==> src/rtl/sha_pkg.sv <==
// rtl/sha_pkg.sv - shared constants and types for the SHA-256 message block sequencer
package sha_pkg;

  localparam int MAX_MSG_LENGTH_DEFAULT = 55;
  localparam int BLOCK_W                = 512;
  localparam logic [7:0] PAD_BYTE       = 8'h80;

  typedef enum logic [2:0] {
    IDLE,
    READ,
    DRAIN,
    PAD,
    VALID
  } msg_seq_state_t;

  // Bit offset of the LSB of byte k; byte 0 sits at the top of the block
  function automatic logic [8:0] byte_lsb(input logic [5:0] k);
    return {6'd63 - k, 3'b000};
  endfunction

endpackage

==> src/rtl/msg_block_sequencer.sv <==
// rtl/msg_block_sequencer.sv - builds one padded SHA-256 block from message SRAM
module msg_block_sequencer
  import sha_pkg::*;
#(
  parameter int MAX_MSG_LENGTH = MAX_MSG_LENGTH_DEFAULT,
  parameter int ADDR_W         = $clog2(MAX_MSG_LENGTH),
  parameter int LEN_W          = $clog2(MAX_MSG_LENGTH + 1)
) (
  input  logic               clock,
  input  logic               reset,
  input  logic               start,
  input  logic [LEN_W-1:0]   msg_len,
  output logic [ADDR_W-1:0]  mem_addr,
  output logic               mem_read_en,
  input  logic [7:0]         mem_data,
  output logic               busy,
  output logic               block_valid,
  input  logic               block_ready,
  output logic [BLOCK_W-1:0] message_block,
  output logic               done,
  output logic               error
);

  msg_seq_state_t     r_state;
  logic [LEN_W-1:0]   r_len;
  logic [LEN_W-1:0]   r_rd_ptr;
  logic               r_rd_pend;
  logic               r_block_valid;
  logic               r_error;
  logic [BLOCK_W-1:0] r_block;

  logic [5:0]         w_wr_byte;
  logic               w_accept;

  // Read data belongs to the address issued one cycle earlier
  assign w_wr_byte     = 6'(r_rd_ptr - LEN_W'(1));
  assign w_accept      = r_block_valid & block_ready;

  assign mem_read_en   = (r_state == READ);
  assign mem_addr      = mem_read_en ? r_rd_ptr[ADDR_W-1:0] : '0;
  assign busy          = (r_state != IDLE);
  assign block_valid   = r_block_valid;
  assign message_block = r_block;
  assign done          = w_accept;
  assign error         = r_error;

  // Sequencer FSM: fetch bytes, drain the last read, pad, then hold until accepted
  always_ff @(posedge clock or negedge reset) begin
    if (!reset) begin
      r_state       <= IDLE;
      r_len         <= '0;
      r_rd_ptr      <= '0;
      r_rd_pend     <= 1'b0;
      r_block_valid <= 1'b0;
      r_error       <= 1'b0;
      r_block       <= '0;
    end else begin
      r_error   <= 1'b0;
      r_rd_pend <= 1'b0;
      if (r_rd_pend) begin
        r_block[byte_lsb(w_wr_byte) +: 8] <= mem_data;
      end
      case (r_state)
        IDLE: begin
          if (start) begin
            if (msg_len > LEN_W'(MAX_MSG_LENGTH)) begin
              r_error <= 1'b1;
            end else begin
              r_len    <= msg_len;
              r_block  <= '0;
              r_rd_ptr <= '0;
              if (msg_len == '0) begin
                r_state <= PAD;
              end else begin
                r_state <= READ;
              end
            end
          end
        end
        READ: begin
          r_rd_pend <= 1'b1;
          r_rd_ptr  <= r_rd_ptr + LEN_W'(1);
          if (r_rd_ptr == r_len - LEN_W'(1)) begin
            r_state <= DRAIN;
          end
        end
        DRAIN: begin
          r_state <= PAD;
        end
        PAD: begin
          r_block[byte_lsb(6'(r_len)) +: 8] <= PAD_BYTE;
          r_block[63:0]                     <= 64'(r_len) << 3;
          r_state                           <= VALID;
        end
        VALID: begin
          if (w_accept) begin
            r_block_valid <= 1'b0;
            r_state       <= IDLE;
          end else begin
            r_block_valid <= 1'b1;
          end
        end
        default: begin
          r_state <= IDLE;
        end
      endcase
    end
  end

endmodule

==> config.mk <==
export PLATFORM = sky130hd
export DESIGN_NAME = msg_block_sequencer
export DESIGN_NICKNAME = d
export VERILOG_FILES = /design/src/rtl/sha_pkg.sv /design/src/rtl/msg_block_sequencer.sv
export SDC_FILE = /design/constraint.sdc
export NUM_CORES = 1
export LEC_CHECK = 0
export ABC_CLOCK_PERIOD_IN_PS = 4700
export CELL_PAD_IN_SITES_DETAIL_PLACEMENT = 0
export CELL_PAD_IN_SITES_GLOBAL_PLACEMENT = 2
export CORE_MARGIN = 2
export CORE_UTILIZATION = 25
export DETAILED_ROUTE_END_ITERATION = 16
export PLACE_DENSITY_LB_ADDON = 0.1
export RECOVER_POWER = 50
export SLEW_MARGIN = 20
export SYNTH_ARGS = -nofsm -noshare
export SYNTH_HDL_FRONTEND = slang
export SYNTH_SLANG_ARGS = --single-unit
==> constraint.sdc <==
create_clock -name clock -period 4.7 [get_ports clock]
set_clock_uncertainty 0.05 [all_clocks]
set_input_delay 1.175 -clock clock [delete_from_list [all_inputs] [get_ports clock]]
set_output_delay 1.175 -clock clock [all_outputs]
set_load 0.005 [all_outputs]
== After elaboration in Yosys (flattened, before gate mapping) ==
Cells that the tools add are included.
Storage, ports and cells
  output and inout port bits: 523
  input port bits: 18
  logic and storage cells: 58
  register bits after elaboration: 530
Cells by class
  equal/unequal tests: 9
  add/sub/neg operators: 7
  bitwise operators: 2
  shift-type cells: 4
  multiplexer cells: 21
  reduce and logical (&&, ||, !) cells: 7
  order comparisons: 1
Operators by type and width (number)
  $mux W512: 3
  $bwmux W512: 2
  $pmux W512 S2: 1
  $shift A8 B11 Y512 const A: 2
  $shiftx A8 B11 Y512: 1
  $shiftx A8 B11 Y512 const A: 1
  $neg A9 Y11: 2
  $mux W6: 3
  $pmux W3 S5: 1
  $mux W3: 4
  $pmux W6 S2: 1
  $sub A6 B1 Y6 const B: 2
  $sub A6 B6 Y6 const A: 2
  $add A6 B1 Y6 const B: 1
  $eq A3 B2 Y1 const B: 2
  $eq A6 B6 Y1: 1
  $gt A6 B6 Y1 const B: 1
  $logic_not A6 Y1: 1
  $ne A2 B2 Y1 const B: 3
  $reduce_and A3 Y1: 2
  $mux W1: 5
  $reduce_and A4 Y1: 1
  $eq A3 B1 Y1 const B: 1
  $eq A3 B3 Y1 const B: 1
  other kinds (7): 7

== Logic depth before layout (Yosys ltp) ==
  depth after elaboration: 9
  depth in mapped cells: 15
  mapped depth without buffers: 8

== Worst setup path after synthesis ==
OpenSTA, ideal clock, no wires.
  path type: register to register
  from: register r_rd_ptr[0]
  to: register r_block[481], in the netlist message_block[481]
  buffers on the path: 6
  arrival: 3.565 ns
  period minus slack after synthesis: 3.755 ns
  stages on the path, launching flop included: 14
  slack: 0.945 ns
  data required time: 4.510 ns
  library setup time: 0.140 ns
  path through: dfrtp_1 > clkbuf_1 > clkbuf_1 > inv_1 > ha_1 > clkbuf_1 > clkbuf_1 > o41ai_1 > a211oi_2 > clkbuf_1 > clkbuf_1 > nand3_1 > nand2_1 > a21oi_1
On the way
  longest elaborated chain between the ends: 9
  elaborated cells between the ends (all ways): 11
  classes of those cells: 3 x add/sub; 2 x shift; 6 x mux
RTL lines
  from (decl): line msg_block_sequencer.sv:26  | logic [LEN_W-1:0] r_rd_ptr;
  from (signal assigned): line msg_block_sequencer.sv:82  | r_rd_ptr <= r_rd_ptr + LEN_W'(1);
  $sub A6 B1 Y6 (*): line msg_block_sequencer.sv:36  | assign w_wr_byte = 6'(r_rd_ptr - LEN_W'(1));
  $sub A6 B6 Y6 (*): line sha_pkg.sv:18  | return {6'd63 - k, 3'b000};
  $neg A9 Y11 (*): line msg_block_sequencer.sv:61  | r_block[byte_lsb(w_wr_byte) +: 8] <= mem_data;
  $shiftx A8 B11 Y512 or $shift A8 B11 Y512 (tied branches): line msg_block_sequencer.sv:61
  $bwmux W512 (*): line msg_block_sequencer.sv:61
  $mux W512 (*): line msg_block_sequencer.sv:60  | if (r_rd_pend) begin
  $mux W512: line msg_block_sequencer.sv:66  | if (msg_len > LEN_W'(MAX_MSG_LENGTH)) begin
  $mux W512: line msg_block_sequencer.sv:65  | if (start) begin
  $pmux W512 S2 (*): line msg_block_sequencer.sv:63  | case (r_state)
  to (signal, indexed assignment): line msg_block_sequencer.sv:61
  to (decl): line msg_block_sequencer.sv:30  | logic [BLOCK_W-1:0] r_block;
Mark *: on every way between the ends. The rest lies on a longest branch, timed or not.
A chain may end at the register's enable or synchronous reset.

== Final worst setup path ==
  from: register r_state[2]
  to: output mem_addr[1]
On the way
  longest elaborated chain between the ends: 2
RTL lines
  from (decl): line msg_block_sequencer.sv:24  | msg_seq_state_t r_state;
  from (signal assigned): line msg_block_sequencer.sv:50  | r_state <= IDLE;
  from (signal assigned): line msg_block_sequencer.sv:73  | r_state <= PAD;
  from (signal assigned): line msg_block_sequencer.sv:75  | r_state <= READ;
  $eq A3 B1 Y1: line msg_block_sequencer.sv:39  | assign mem_read_en = (r_state == READ);
  $mux W6: line msg_block_sequencer.sv:40  | assign mem_addr = mem_read_en ? r_rd_ptr[ADDR_W-1:0] : '0;
  to (decl): line msg_block_sequencer.sv:13  | output logic [ADDR_W-1:0] mem_addr,
No other way between the ends.

==> results by group <==
Die
  • Top Ports: approximately 540
  • Core box area: 100,000 µm²
  • Initial Util: 0.253
  • Die area: about 100,000 µm²
  • Num rows: 116
  • Overall die height: between 300 and 400 µm
  • Die width: 323 µm

Timing
  • Final min period: around 4.1 ns
  • Number of setup violations in the final report: 0
  • Maximum clock frequency: 0.241 GHz
  • Worst-margin pin slew: around 3.4 ns
  • Final Worst Setup Slack: ~0.56 ns
  • Fin. Hold Viols: 0
  • Worst slew margin relative to its limit: -1.26
  • Slew Limit Fails: 55
  • Post-route clock period utilization: 0.881
  • RSZ-0062 raised after global routing: no
  • Fin Setup TNS: 0 ns

CTS
  • Hold buffers post-CTS: 0
  • CTS sink cnt: between 500 and 600
  • Post-CTS Setup Repair Bufs: 0
  • CTS Buffer Depth: 3
  • Post-cts sizing count: 0
  • Cts bufs inserted: 67
  • TritonCTS clock tree: yes
  • Root Driver: clkbuf_16
  • H-tree Lvls: 3
  • Clk pin slew, worst setup/hold paths: 0.06 ns
  • Clock Latency Late Sink: 0.64 ns

Worst setup path
  • Critical path startpoint category: flip-flop
  • Setup crit end kind: primary output
  • CP Class: flip-flop to primary output
  • Worst endpoint required time: 3.47 ns
  • Max FO, Critical Path: 10
  • CP Data Arrival Time: 2.92 ns

Global route
  • Vias in the first global route: 25,100
  • Pin count of the biggest net entering global routing: 139
  • Initial antenna violation count: 5
  • GRT Resource Usage Total: 0.258
  • Global-route wire length before repair: 193 mm
  • Aggregate global routing overflow: 0

Logic synthesis
  • Register area share after synthesis: 0.522
  • Leading area contributor after synthesis: dfrtp_1
  • Top cells by area, synth: dfrtp_1 52%, a21oi_1 6.5%, nand3_1 5.9%
  • Synth top area share: 0.522
  • Post-Syn Nets: 2,768
  • Mean post-synth cell area: 9.27 µm²
  • Count of different cell masters after synthesis: 70
  • Post-synth EDFFs: 0
  • Ys flop type: dfrtp_1
  • Syn Inst Count: 2,740
  • List of most frequent post-synthesis cells: 530 x dfrtp_1, 331 x a21oi_1, 299 x nand3_1
  • Synthesized flop and latch total: 530
  • Async S/R FF share, synth: 1.00
  • Yosys warning total: 0
  • Synthesized area: 25,400 µm²
  • Most numerous cell in the Yosys netlist: dfrtp_1

Place
  • PortBufs: 540
  • DP Worst Slack: 0.843 ns
  • RePlAce Congestion: 0.847
  • Area after DPL: 32,900 µm²
  • Dpl hpwl: 100 mm

Layout
  • Final-stage net count: 3,301
  • Design area: 35,200 µm²
  • Register area: 13,300 µm²
  • Layout fillers: 10,400
  • Multi-input logic area: 11,400 µm²
  • Antenna cells: 0
  • Layout cells sized above 1: 0.0931
  • Area growth, synth to finish: 38.5%

Drt
  • Final ANT Viol Nets: 0
  • Drt drc: 0
  • Per-cell routed wire length: 29.4 µm
  • Number of vias per cell: 5.34
  • Via count: 25,000
  • First-pass DRT Iterations: 5
  • Routed Wire Length: 137 mm
  • Initial DRC count: 2,005

Status
  • Status: finished with violations
  • Failing checks: capacitance limit, slew limit

Power and ir drop
  • Peak VDD IR: 0.606 mV
  • Leak: between 0.015 and 0.02 µW
  • Power per cell area: 583 nW/µm²
  • Final Power: 20,500 µW

Flow run
  • Max-cap violations: 1

Min path
  • Worst Hold Class: flip-flop to flip-flop
final timing paths:
check                            start                  to  cells past startpoint  slack, ns
max                         r_state[2]         mem_addr[1]                      4       0.56
min                        block_valid         block_valid                      2       0.45
max reg2reg                r_rd_ptr[0]  message_block[311]                      9       0.75
min reg2reg                block_valid         block_valid                      2       0.45
max in group asynchronous        reset  message_block[366]                      2       0.72
min in group asynchronous        reset  message_block[333]                      1       1.86
metrics by stage:
stage	instances	hold slack (ns)	util
after floorplan	2740	0.430	-
after global placement	4559	0.442	0.328
after detailed placement	4560	0.455	0.328
after CTS	4674	0.445	0.350
after global routing	4675	0.482	0.350
final	4675	0.454	0.350
registers in the layout, summed over array words and instances (netlist names):
name / cells
message_block: 512
r_len: 6
r_rd_ptr: 6
r_state: 3
block_valid: 1
error: 1
r_rd_pend: 1
cells by family after synthesis:
group,synth area share
AOI/OAI and AO/OA,0.178
muxes,0.0584
buffers and inverters,0.0368
DFF,0.522
xor gates and xnor gates,0.00379
adders and majority gates,0.00493
and+or+nand+nor,0.196
layout by cell type (no fill, tap or decap), drive strengths merged, types with 13 or more instances in the layout:
cell type	count
a211oi	13
a21oi	332
a31oi	25
and2	27
and3	25
buf	137
clkbuf	107
clkdlybuf4s50	291
dfrtp	530
dlygate4sd3	245
inv	16
mux2i	147
nand2	235
nand3	299
nand4	105
nor2	210
nor3	57
nor4	23
o211ai	28
o21ai	310
o22ai	14
critical path, cell delays in order, from the launching register on:
cell	delay, ns
dfrtp_1	0.46
nor2_1	0.23
nand2_1	0.36
nor2_1	0.61
clkdlybuf4s50_1	0.62
report_power, final:
group / internal (µW) / total [µW] / leakage, µW / switching (µW)
Sequential: 4990 / 5460 / 0.00737 / 466
Clock: 3180 / 5300 / 0.00109 / 2120
Combinational: 2540 / 9740 / 0.00698 / 7200
Total: 10700 / 20500 / 0.0154 / 9790
routing by layer:
metal  routed length (µm)  part of all wire  GRT usage  up-vias
met1                59800              0.44      0.344    12900
met2                66300              0.48      0.428      934
met4                 4040             0.029     0.0831        6
li1                     -                 -          -    11000
met5                   34           0.00025          0        -
met3                 7250             0.053     0.0396      181
final cells by class:
class / instances / share of cell area
Clock inverter: 9 / 0.00277
Multi-Input combinational cell: 1982 / 0.324
Sequential cell: 530 / 0.377
Clock buffer: 105 / 0.0602
Inverter: 16 / 0.00171
Timing Repair Buffer: 676 / 0.186
Tap cell: 1357 / 0.0483
No activity file was read; power rests on OpenSTA's default activity.
